**src/rtl/slave_port_arbiter.sv**
```systemverilog
// Purpose : slave-side AHB stage. Arbitrates among masters addressing this slave, drives the winner's
//           address/control to the slave, forwards the data-phase owner's write data, and generates per-master HREADY.
// Latency : address path is 0-cycle (combinational mux). The data phase follows one accepted cycle later.
// Backpr. : i_shready=0 freezes all registered state. Losing requesters see o_mhready=0 until they are granted.
// Ports   : i_hclk/i_hreset (sync, active-high); i_mh* per-master AHB request inputs (packed [master][field]);
//           o_mhready per-master ready; o_sh* forwarded slave bus; i_shready slave HREADYOUT;
//           o_grant one-hot address-phase owner.
// Config  : SLV_ARB_ROUND_ROBIN_EN selects round-robin arbitration (search from last grant + 1).
//           When it is undefined, arbitration is fixed priority (lowest index wins) and there is no pointer.
module slave_port_arbiter #(
   parameter int NUM_MASTERS = 2,
   parameter int ADDR_WIDTH  = 32,
   parameter int DATA_WIDTH  = 32
) (
   input  logic                                   i_hclk,
   input  logic                                   i_hreset,
   input  logic [NUM_MASTERS-1:0]                 i_mhsel,
   input  logic [NUM_MASTERS-1:0][ADDR_WIDTH-1:0] i_mhaddr,
   input  logic [NUM_MASTERS-1:0][1:0]            i_mhtrans,
   input  logic [NUM_MASTERS-1:0]                 i_mhwrite,
   input  logic [NUM_MASTERS-1:0][2:0]            i_mhsize,
   input  logic [NUM_MASTERS-1:0][DATA_WIDTH-1:0] i_mhwdata,
   output logic [NUM_MASTERS-1:0]                 o_mhready,
   output logic                                   o_shsel,
   output logic [ADDR_WIDTH-1:0]                  o_shaddr,
   output logic [1:0]                             o_shtrans,
   output logic                                   o_shwrite,
   output logic [2:0]                             o_shsize,
   output logic [DATA_WIDTH-1:0]                  o_shwdata,
   input  logic                                   i_shready,
   output logic [NUM_MASTERS-1:0]                 o_grant
);

   localparam int IW = (NUM_MASTERS > 1) ? $clog2(NUM_MASTERS) : 1;

   localparam logic [1:0] HT_IDLE = 2'd0;
   localparam logic [1:0] HT_BUSY = 2'd1;
   localparam logic [1:0] HT_SEQ  = 2'd3;

   typedef enum logic {S_IDLE = 1'b0, S_LOCK = 1'b1} state_t;

   state_t         state_q, state_d;
   logic [IW-1:0]  own_q, own_d;
   logic [IW-1:0]  dph_own_q, dph_own_d;
   logic           dph_vld_q, dph_vld_d;
`ifdef SLV_ARB_ROUND_ROBIN_EN
   logic [IW-1:0]  ptr_q, ptr_d;
   logic [IW:0]    cand;
`endif

   logic [NUM_MASTERS-1:0] req;
   logic                   keep;
   logic                   win_vld;
   logic [IW-1:0]          win_idx;
   logic                   aown_vld;
   logic [IW-1:0]          aown_idx;

   // ---------------- state register ----------------
   always_ff @(posedge i_hclk) begin
      if (i_hreset) begin
         state_q   <= S_IDLE;
         own_q     <= '0;
         dph_own_q <= '0;
         dph_vld_q <= 1'b0;
`ifdef SLV_ARB_ROUND_ROBIN_EN
         ptr_q     <= IW'(NUM_MASTERS - 1);
`endif
      end else begin
         state_q   <= state_d;
         own_q     <= own_d;
         dph_own_q <= dph_own_d;
         dph_vld_q <= dph_vld_d;
`ifdef SLV_ARB_ROUND_ROBIN_EN
         ptr_q     <= ptr_d;
`endif
      end
   end

   // ---------------- next-state / arbitration ----------------
   always_comb begin
      for (int m = 0; m < NUM_MASTERS; m++) begin
         req[IW'(m)] = i_mhsel[IW'(m)] & i_mhtrans[IW'(m)][1];
      end

      // The owner keeps the slave through SEQ/BUSY beats of its burst.
      keep = (state_q == S_LOCK) && i_mhsel[own_q] &&
             ((i_mhtrans[own_q] == HT_SEQ) || (i_mhtrans[own_q] == HT_BUSY));

      win_vld = 1'b0;
      win_idx = '0;
`ifdef SLV_ARB_ROUND_ROBIN_EN
      // Scan from farthest to nearest after the pointer so the nearest requester wins.
      // One extra bit lets ptr+k exceed NUM_MASTERS before it wraps.
      cand = '0;
      for (int k = NUM_MASTERS; k >= 1; k--) begin
         cand = {1'b0, ptr_q} + (IW+1)'(k);
         if (cand >= (IW+1)'(NUM_MASTERS)) begin
            cand = cand - (IW+1)'(NUM_MASTERS);
         end
         if (req[cand[IW-1:0]]) begin
            win_vld = 1'b1;
            win_idx = cand[IW-1:0];
         end
      end
`else
      for (int k = NUM_MASTERS - 1; k >= 0; k--) begin
         if (req[IW'(k)]) begin
            win_vld = 1'b1;
            win_idx = IW'(k);
         end
      end
`endif

      aown_vld = keep | win_vld;
      aown_idx = keep ? own_q : win_idx;

      state_d   = state_q;
      own_d     = own_q;
      dph_own_d = dph_own_q;
      dph_vld_d = dph_vld_q;
`ifdef SLV_ARB_ROUND_ROBIN_EN
      ptr_d     = ptr_q;
`endif
      if (i_shready) begin
         state_d   = aown_vld ? S_LOCK : S_IDLE;
         own_d     = aown_idx;
         dph_own_d = aown_idx;
         // BUSY/IDLE beats carry no data phase.
         dph_vld_d = aown_vld & i_mhtrans[aown_idx][1];
`ifdef SLV_ARB_ROUND_ROBIN_EN
         if (aown_vld) begin
            ptr_d = aown_idx;
         end
`endif
      end
   end

   // ---------------- outputs ----------------
   always_comb begin
      o_shsel   = 1'b0;
      o_shaddr  = '0;
      o_shtrans = HT_IDLE;
      o_shwrite = 1'b0;
      o_shsize  = '0;
      o_grant   = '0;
      if (aown_vld) begin
         o_shsel            = i_mhsel[aown_idx];
         o_shaddr           = i_mhaddr[aown_idx];
         o_shtrans          = i_mhtrans[aown_idx];
         o_shwrite          = i_mhwrite[aown_idx];
         o_shsize           = i_mhsize[aown_idx];
         o_grant[aown_idx]  = 1'b1;
      end

      o_shwdata = dph_vld_q ? i_mhwdata[dph_own_q] : '0;

      for (int m = 0; m < NUM_MASTERS; m++) begin
         if (dph_vld_q && (dph_own_q == IW'(m))) begin
            o_mhready[IW'(m)] = i_shready;
         end else if (req[IW'(m)] && !(aown_vld && (aown_idx == IW'(m)))) begin
            o_mhready[IW'(m)] = 1'b0;   // losing requester holds its address phase
         end else if (aown_vld && (aown_idx == IW'(m))) begin
            o_mhready[IW'(m)] = i_shready;
         end else begin
            o_mhready[IW'(m)] = 1'b1;
         end
      end
   end

endmodule
```
**config.mk**
```make
export PLATFORM = sky130hd
export DESIGN_NAME = slave_port_arbiter
export DESIGN_NICKNAME = d
export VERILOG_FILES = /design/src/rtl/slave_port_arbiter.sv
export SDC_FILE = /design/constraint.sdc
export NUM_CORES = 1
export LEC_CHECK = 0
export CAP_MARGIN = 10
export CORE_AREA = 2 2 86 88
export CTS_CLUSTER_SIZE = 16
export DETAILED_ROUTE_END_ITERATION = 12
export DIE_AREA = 0 0 88 90
export DONT_BUFFER_PORTS = 1
export SKIP_CTS_REPAIR_TIMING = 1
export SYNTH_ARGS = -nofsm -noshare
export SYNTH_HDL_FRONTEND = slang
export SYNTH_SLANG_ARGS = --single-unit
```
**constraint.sdc**
```tcl
create_clock -name i_hclk -period 1.4 [get_ports i_hclk]
set_clock_uncertainty 0.1 [all_clocks]
set_input_delay 0.21 -clock i_hclk [delete_from_list [all_inputs] [get_ports i_hclk]]
set_output_delay 0.21 -clock i_hclk [all_outputs]
set_load 0.05 [all_outputs]
```
==> impl_metrics.json, run 1 <==
{
  "status": "complete, but fails checks",
  "violations": "setup timing",
  "finalNetCount": 393,
  "synthCells": 208,
  "timing.fmax_mhz": 603,
  "synth_fp_nets": 353,
  "port-buffer-count": 0,
  "row_count": 31,
  "drt-total-wl_um": 5460,
  "hp-class": "in -> reg",
  "clk_latency_ns": 0.21,
  "period_share_pct": 118,
  "syn-mean-instance-area_um2": 5.68,
  "grt_max_degree": 42,
  "dr.pass1.iters": 4,
  "cts_max_path_buffers": 2,
  "crit_path_start_kind": "register",
  "final-setup-viol-count": 73,
  "gp_congestion": 0.809,
  "h-tree-depth": 1,
  "yosysSeqAreaShare_pct": 5.08,
  "whs_path_depth": 1,
  "root_buffer": "clkbuf_8",
  "grt_pass1_vias": 1458,
  "overflow": 0,
  "maxCapViolCount": 0,
  "coreArea_um2": 7020,
  "viasPerCell": 4.49,
  "ant_nets": 0,
  "route.detailed.drc": 0,
  "end_kind": "output port",
  "vias": 1555,
  "period_needed_ns": 1.66,
  "final_common_cell": "nand2_1",
  "path_class": "reg -> out",
  "place_hpwl_um": 4160,
  "fill_cells": 638,
  "cts_tree": "built",
  "worstPathRequired_ns": 1.09,
  "hold_violations": 0,
  "r2r_cells": 5,
  "io_pins": 220,
  "clkTransAtPathRegs_ns": 0.03,
  "finalPower_w": 0.00127,
  "final_cell_mix": "nand2_1 (64), buf_12 (42), nand2_4 (38)",
  "critical_path.max_fanout": 17,
  "grt_pass1_wl_um": 6760,
  "whs_ns": 0.00868,
  "syn_to_final_growth_pct": 149,
  "final_max_slew_viol_count": 0,
  "routedWlPerCell_um": 15.8,
  "numCtsBuffers": 3,
  "power.leakage_nw": 1.14,
  "netlist_area_um2": 1180,
  "dieWidth_um": 88,
  "grt_usage_pct": 10.6,
  "ys_ff_latch": 3,
  "powerDensity_nw_per_um2": 433,
  "synth_cell_types": 16,
  "drt_iter0_drc": 19,
  "clock-sinks": 3,
  "initial_core_util_pct": 16.8,
  "rsz0062_at_grt": "yes",
  "fp.dieH_um": 90,
  "fin_ws_ns": -0.258,
  "drive_above_1_share_pct": 65.2,
  "cp_data_arrival_time_ns": 1.35,
  "ir_drop_mv": 0.264,
  "yosys_warnings": 1,
  "dieArea_um2": 7920,
  "antenna_cells": 0,
  "antenna_found_initial": 0
}
where the power goes:
part           switching [W]  internal (W)
Combinational       0.000558      0.000376
Sequential        0.00000363     0.0000888
Clock              0.0000537      0.000194
Total               0.000615      0.000659
worst max-delay path, cell delays in order, from the launching register on:
cell and delay, ns:
dfxtp_4 0.38, buf_12 0.20, mux2i_1 0.32, nor2b_4 0.07
buf_12 0.15
stage by stage:
step	util (%)	worst slack (ns)	setup TNS (ns)	instances	area (um2)
floorplan	-	-0.0748	-0.193	208	1590
global placement	35.3	-0.0964	-1.62	337	2480
detailed placement	35.3	-0.127	-2.23	337	2480
CTS	35.9	-0.354	-18.64	341	2520
global route	41.9	-0.315	-18.06	346	2940
finish	41.9	-0.258	-13.90	346	2940
Yosys cell counts:
cell      instances  area (um2)
mux2i_1          32         320
a311oi_1          1        8.76
inv_2             1        3.75
dfxtp_1           3        60.1
buf_6             1        11.3
buf_2             3        15.0
nand2_1         111         417
conb_1            1        3.75
buf_4             7        52.6
nand2b_1          3        18.8
nand4_4           1        21.3
a31oi_1           1        6.26
a21oi_1           1        5.00
nor2b_1          32         200
clkbuf_1          6        22.5
nor2_1            4        15.0
registers in the layout (all words and copies together), names as in the netlist:
signal     flops
dph_own_q      1
dph_vld_q      1
state_q        1
final timing paths:
check	startpoint	end	slack [ns]
min reg2reg	state_q	state_q	0.47
max	dph_own_q	o_shwdata[2]	-0.26
min	i_shready	dph_vld_q	0.009
max reg2reg	dph_own_q	dph_vld_q	0.13
area by class of cell:
type                    count  area, um2  share of cell area [%]
clock buffers               4       45.0                    1.53
inverters                   1       8.76                   0.298
multi-input cells         187       1710                    58.1
flip-flops and latches      3       65.1                    2.21
well taps                  99        124                    4.21
repair buffers             52        990                    33.6
metal layers:
metal | GRT usage (%) | vias to the layer above | part of all wire [%]
li1 | - | 727 | -
met4 | 1.54 | 0 | 0.38
met1 | 10.3 | 689 | 31
met5 | 0 | - | 0
met2 | 22.3 | 137 | 57
met3 | 1.93 | 2 | 11
kinds of logic (layout without fill, tap and decap cells):
family / count (synthesis) / after routing / share of synthesized area (%)
other cells: 1 / 1 / 0.317
flops: 3 / 3 / 5.08
simple gates: 151 / 151 / 56.9
buf+inv: 18 / 57 / 8.90
mux: 32 / 32 / 27.1
compound gates: 3 / 3 / 1.69
No activity file was read; power rests on OpenSTA's default activity.
==> run 2, diff against run 1 <==
Settings changed: GPL_TIMING_DRIVEN from default to 0.
==> run 2 against run 1 <==
Effect of this change: the flow still finishes with violations (setup timing); clock-buffer cell count unchanged; via count down 6.5%; routed wire length shrank 7.7%; final cell count fell by 6.4%; core utilization is 9.3 points lower; largest power group unchanged; first-iteration DRC count grew 11%; global-route usage decreased by 0.67 points; sequential power grew 5.0%; highest routed layer unchanged; hold slack better by 0.011 ns; cell area fell by 22%; critical endpoint is now o_mhready[0].
==> impl_metrics.json, run 2 (synthesized netlist as in run 1, its figures left out) <==
{
  "crit_cells": 6,
  "final_cell_mix": "nand2_1 (47), nand2_4 (36), nor2b_4 (32)",
  "cp_top_family": "buffers and inverters",
  "drive_above_1_share_pct": 68.9,
  "final-setup-viol-count": 74,
  "clkTransAtPathRegs_ns": 0.03,
  "power.share.clock_pct": 23.3,
  "period_share_pct": 127,
  "powerDensity_nw_per_um2": 459,
  "cp_data_arrival_time_ns": 1.47,
  "r2r_slack_ns": 0.08,
  "timing.fmax_mhz": 562,
  "grt_pass1_wl_um": 6180,
  "status": "complete, but fails checks",
  "clk_latency_ns": 0.21,
  "place_area_um2": 1710,
  "numCtsBuffers": 3,
  "route.detailed.drc": 0,
  "switchingPower_w": 0.000576,
  "overflow": 0,
  "placed_cells": 307,
  "fin_area_um2": 2290,
  "top_layer": "met4",
  "io_pins": 220,
  "place_hpwl_um": 4090,
  "maxCapViolCount": 0,
  "fp.dieH_um": 90,
  "finalPower_w": 0.00105,
  "final_max_slew_viol_count": 0,
  "drt_iter0_drc": 21,
  "grt_pass1_vias": 1319,
  "cp-endpoint": "o_mhready[0]",
  "fin_util_pct": 32.6,
  "fin_ws_ns": -0.379,
  "grt_usage_pct": 9.91,
  "h-tree-depth": 1,
  "critPathLaunch": "dph_own_q",
  "rsz0062_at_grt": "yes",
  "final_common_cell": "nand2_1",
  "critPathBufInv": 4,
  "antenna_cells": 0,
  "switching_share_pct": 54.9,
  "routed-wl-met2_um": 2820,
  "dieArea_um2": 7920,
  "fin_cells": 324,
  "violations": "setup timing",
  "combPwrFrac_pct": 67.4,
  "routedWlPerCell_um": 15.6,
  "wl_met1_um": 1690,
  "vias": 1454,
  "critical_path.max_fanout": 8,
  "hp-class": "in -> reg",
  "ir_drop_mv": 0.191,
  "crit_path_start_kind": "register",
  "p_seq_share_pct": 9.2,
  "grt_max_degree": 11,
  "crit_path_max_incr_delay_ns": 0.34,
  "routed-wl-met3_um": 503,
  "worstReg2RegEnd": "dph_vld_q",
  "drt-total-wl_um": 5040,
  "cts_tree": "built",
  "initial_core_util_pct": 16.8,
  "root_buffer": "clkbuf_8",
  "period_needed_ns": 1.78,
  "hold_violations": 0,
  "gp_congestion": 0.821,
  "setup_tns_ns": -23.00,
  "whs_path_depth": 1,
  "row_count": 31,
  "r2r_cells": 6,
  "power.leakage_nw": 0.867,
  "viasPerCell": 4.49,
  "port-buffer-count": 0,
  "path_class": "reg -> out",
  "r2r-start": "dph_own_q",
  "clock-sinks": 3,
  "ant_nets": 0,
  "cts_max_path_buffers": 2,
  "internal_power_w": 0.000473,
  "worstPathRequired_ns": 1.09,
  "syn_to_final_growth_pct": 93.5,
  "dieWidth_um": 88,
  "top_regs": "dph_own_q (1), dph_vld_q (1), state_q (1)",
  "dr.pass1.iters": 4,
  "crit_slowest_cell": "a31oi_4",
  "finalNetCount": 371,
  "antenna_found_initial": 0,
  "coreArea_um2": 7020,
  "crit_chain": "buf_6 > nand4_4 > inv_4 > buf_8 > buf_4 > a31oi_4",
  "end_kind": "output port"
}
[run 2: layout make-up]
cell class / instances / area (um2)
inverters: 1 / 6.26
flip-flops and latches: 3 / 62.6
plain buffers: 17 / 195
clock buffers: 4 / 45.0
well taps: 99 / 124
repair buffers: 13 / 118
multi-input cells: 187 / 1740
fillers: 689 / 4730
[run 2: power groups by stage]
stage / Sequential (W) / Clock, W / Combinational [W]
after global placement: 0.0000980 / 0 / 0.000642
after CTS: 0.0000968 / 0.000251 / 0.000646
after global routing: 0.0000979 / 0.000257 / 0.000731
after floorplan: 0.0000949 / 0 / 0.000615
after detailed placement: 0.0000979 / 0 / 0.000646
final: 0.0000970 / 0.000245 / 0.000708
[run 2: worst reg2reg max path, cell delays in order, from the launching register on]
cell,delay (ns)
dfxtp_2,0.31
buf_6,0.10
nand4_4,0.17
inv_4,0.13
buf_4,0.11
nand2_2,0.07
a311oi_2,0.23
[run 2: routing by layer]
layer	track usage (%)	up-vias
met4	1.92	0
met1	9.17	638
met3	1.19	2
met2	21.6	130
li1	-	684
met5	0	-
[run 2: worst min-delay path by stage]
stage | startpoint | end | slack, ns
after global routing | i_shready | dph_vld_q | 0.02
after floorplan | i_hreset | dph_own_q | 0.18
after global placement | i_hreset | dph_own_q | 0.18
final | i_shready | dph_vld_q | 0.02
after detailed placement | i_hreset | dph_own_q | 0.19
after CTS | i_hreset | dph_own_q | -0.04
[run 2: metrics by stage]
stage,setup slack [ns],hold slack (ns)
5_1_grt,-0.458,0.0154
4_1_cts,-0.562,-0.0382
3_3_place_gp,-0.316,0.181
6_report,-0.379,0.0197
3_5_place_dp,-0.330,0.185
2_1_floorplan,-0.0748,0.179
==> run 3, diff against run 2 <==
Settings changed: ABC_AREA from default to 1.
==> run 3 against run 2 <==
Effect of this change: non-clock buffer count rose by 20; fmax shrank 0.40%; hold slack better by 0.0022 ns; die area is the same; the flow still finishes with violations (setup timing); combinational power fell by 0.6%; largest power group unchanged; highest routed layer unchanged; setup slack got worse by 0.0072 ns; routed wire length increased by 27%.
==> impl_metrics.json, run 3 <==
{
  "status": "complete, but fails checks",
  "violations": "setup timing",
  "antenna_cells": 0,
  "clk_latency_ns": 0.21,
  "h-tree-depth": 1,
  "whs_path_depth": 2,
  "dr.pass1.iters": 4,
  "fin_area_um2": 2740,
  "drt-total-wl_um": 6380,
  "fp.dieH_um": 90,
  "final_max_slew_viol_count": 0,
  "antenna_found_initial": 0,
  "fin_cells": 385,
  "ys_ff_latch": 3,
  "r2r_cells": 8,
  "clkTransAtPathRegs_ns": 0.03,
  "place_hpwl_um": 4380,
  "io_pins": 220,
  "row_count": 31,
  "netlist_area_um2": 1110,
  "yosys-top-cells-area": "nand2_1 (39%), nor2_1 (24%), o21ai_0 (14%), dfxtp_1 (5.4%), buf_4 (4.1%)",
  "end_kind": "output port",
  "ir_drop_mv": 0.175,
  "numCtsBuffers": 3,
  "place_area_um2": 1570,
  "rsz0062_at_grt": "yes",
  "route.detailed.drc": 0,
  "hp-class": "in -> reg",
  "coreArea_um2": 7020,
  "synthCells": 251,
  "grt_max_degree": 11,
  "drt_iter0_drc": 20,
  "worstPathRequired_ns": 1.09,
  "grt_pass1_vias": 1497,
  "syn-mean-instance-area_um2": 4.41,
  "viasPerCell": 4.64,
  "synth_top_area_share_pct": 38.6,
  "final-setup-viol-count": 73,
  "synth_flop_cell": "dfxtp_1",
  "finalPower_w": 0.00105,
  "powerDensity_nw_per_um2": 382,
  "synth_fp_nets": 396,
  "initial_core_util_pct": 15.8,
  "fin_ws_ns": -0.386,
  "holdPathEnd": "state_q",
  "synth_top_area_cell": "nand2_1",
  "maxCapViolCount": 0,
  "synthArstFlopShare_pct": 0,
  "power.leakage_nw": 1.13,
  "yosysSeqAreaShare_pct": 5.42,
  "fill_cells": 679,
  "top_regs": "dph_own_q (1), dph_vld_q (1), state_q (1)",
  "timing.fmax_mhz": 560,
  "clock-sinks": 3,
  "path_class": "reg -> out",
  "overflow": 0,
  "routedWlPerCell_um": 16.6,
  "ant_nets": 0,
  "root_buffer": "clkbuf_8",
  "port-buffer-count": 0,
  "yosysMostFrequentCell": "nand2_1",
  "vias": 1785,
  "synth_cell_types": 18,
  "r2r_slack_ns": 0.07,
  "r2r-start": "dph_own_q",
  "dieWidth_um": 88,
  "crit_path_start_kind": "register",
  "hold_violations": 0,
  "cp_data_arrival_time_ns": 1.48,
  "hold_start": "i_shready",
  "yosys_warnings": 1,
  "gp_congestion": 0.791,
  "critical_path.max_fanout": 7,
  "synth.top_cells.by_count": "nand2_1 (114), nor2_1 (71), o21ai_0 (32)",
  "drive_above_1_share_pct": 68.5,
  "grt_pass1_wl_um": 6870,
  "syn_to_final_growth_pct": 148,
  "finalNetCount": 432,
  "dieArea_um2": 7920,
  "final_common_cell": "nor2_4",
  "cts_tree": "built",
  "placed_cells": 350,
  "grt_usage_pct": 11.2,
  "period_share_pct": 128,
  "cts_max_path_buffers": 2,
  "synth_edf_count": 0,
  "period_needed_ns": 1.79,
  "final_cell_mix": "nor2_4 (40), nand2_1 (39), nand2_4 (38)",
  "worstReg2RegEnd": "dph_vld_q"
}
==> run 3: changes by cell type in the layout (fill, tap and decap cells not counted), sizes merged, moves of 2 or more <==
cell	delta
buf	+19
inv	+2
mux2i	-32
nand2	+4
nand2b	-3
nor2	+69
nor2b	-32
o21ai	+32
or2	+2
==> run 3: where the power goes <==
group	switching, W	leakage (nW)	internal [W]
Sequential	0.00000584	0.0263	0.0000884
Clock	0.0000569	0.0228	0.000194
Combinational	0.000544	1.08	0.000159
==> run 3: metal layers <==
metal  up-vias  GRT usage (%)  share of wire, %
met5         -              0                 0
met2       133           22.0                55
li1        837              -                 -
met3         6           3.40                12
met1       809           10.4                32
met4         0           4.10               1.3
==> run 3: how the worst max path moves through the flow <==
| stage | endpoint | startpoint | slack (ns) | cells past startpoint |
|---|---|---|---|---|
| 2_1_floorplan | o_mhready[0] | dph_own_q | -0.02 | 5 |
| 3_3_place_gp | o_mhready[0] | dph_own_q | -0.32 | 5 |
| 3_5_place_dp | o_mhready[0] | dph_own_q | -0.34 | 5 |
| 4_1_cts | o_mhready[0] | dph_own_q | -0.58 | 5 |
| 5_1_grt | o_shwdata[29] | dph_own_q | -0.44 | 3 |
| 6_report | o_mhready[0] | dph_own_q | -0.39 | 5 |
==> run 3: worst max-delay path, cell delays in order (launching register included) <==
cell and delay [ns]:
dfxtp_4 0.37, nand2_4 0.06, nor2_4 0.24, buf_8 0.17
nor2_4 0.04, a31oi_4 0.38
==> run 3: final cells by class <==
type / count / area, um2 / area share [%]
Buffer: 19 / 198 / 7.21
Inverter: 4 / 18.8 / 0.684
Clock buffer: 4 / 45.0 / 1.64
Timing Repair Buffer: 31 / 340 / 12.4
Sequential cell: 3 / 68.8 / 2.51
Multi-Input combinational cell: 225 / 1950 / 71.0
Tap cell: 99 / 124 / 4.52
==> run 3: cells by family after synthesis <==
group           count (synthesis)  share of synthesized area [%]
simple gates                  191                           66.4
compound gates                 33                           15.6
buf+inv                        23                           12.2
flops                           3                           5.42
other cells                     1                          0.339
==> run 3: stage by stage <==
step / util (%) / setup WS (ns) / TNS [ns] / hold WS (ns)
floorplan: - / -0.0209 / -0.0209 / 0.175
global placement: 22.4 / -0.321 / -13.22 / 0.178
detailed placement: 22.4 / -0.344 / -14.58 / 0.178
CTS: 23.0 / -0.576 / -31.44 / -0.0496
global route: 39.1 / -0.444 / -25.74 / 0.0437
finish: 39.1 / -0.386 / -21.95 / 0.0219
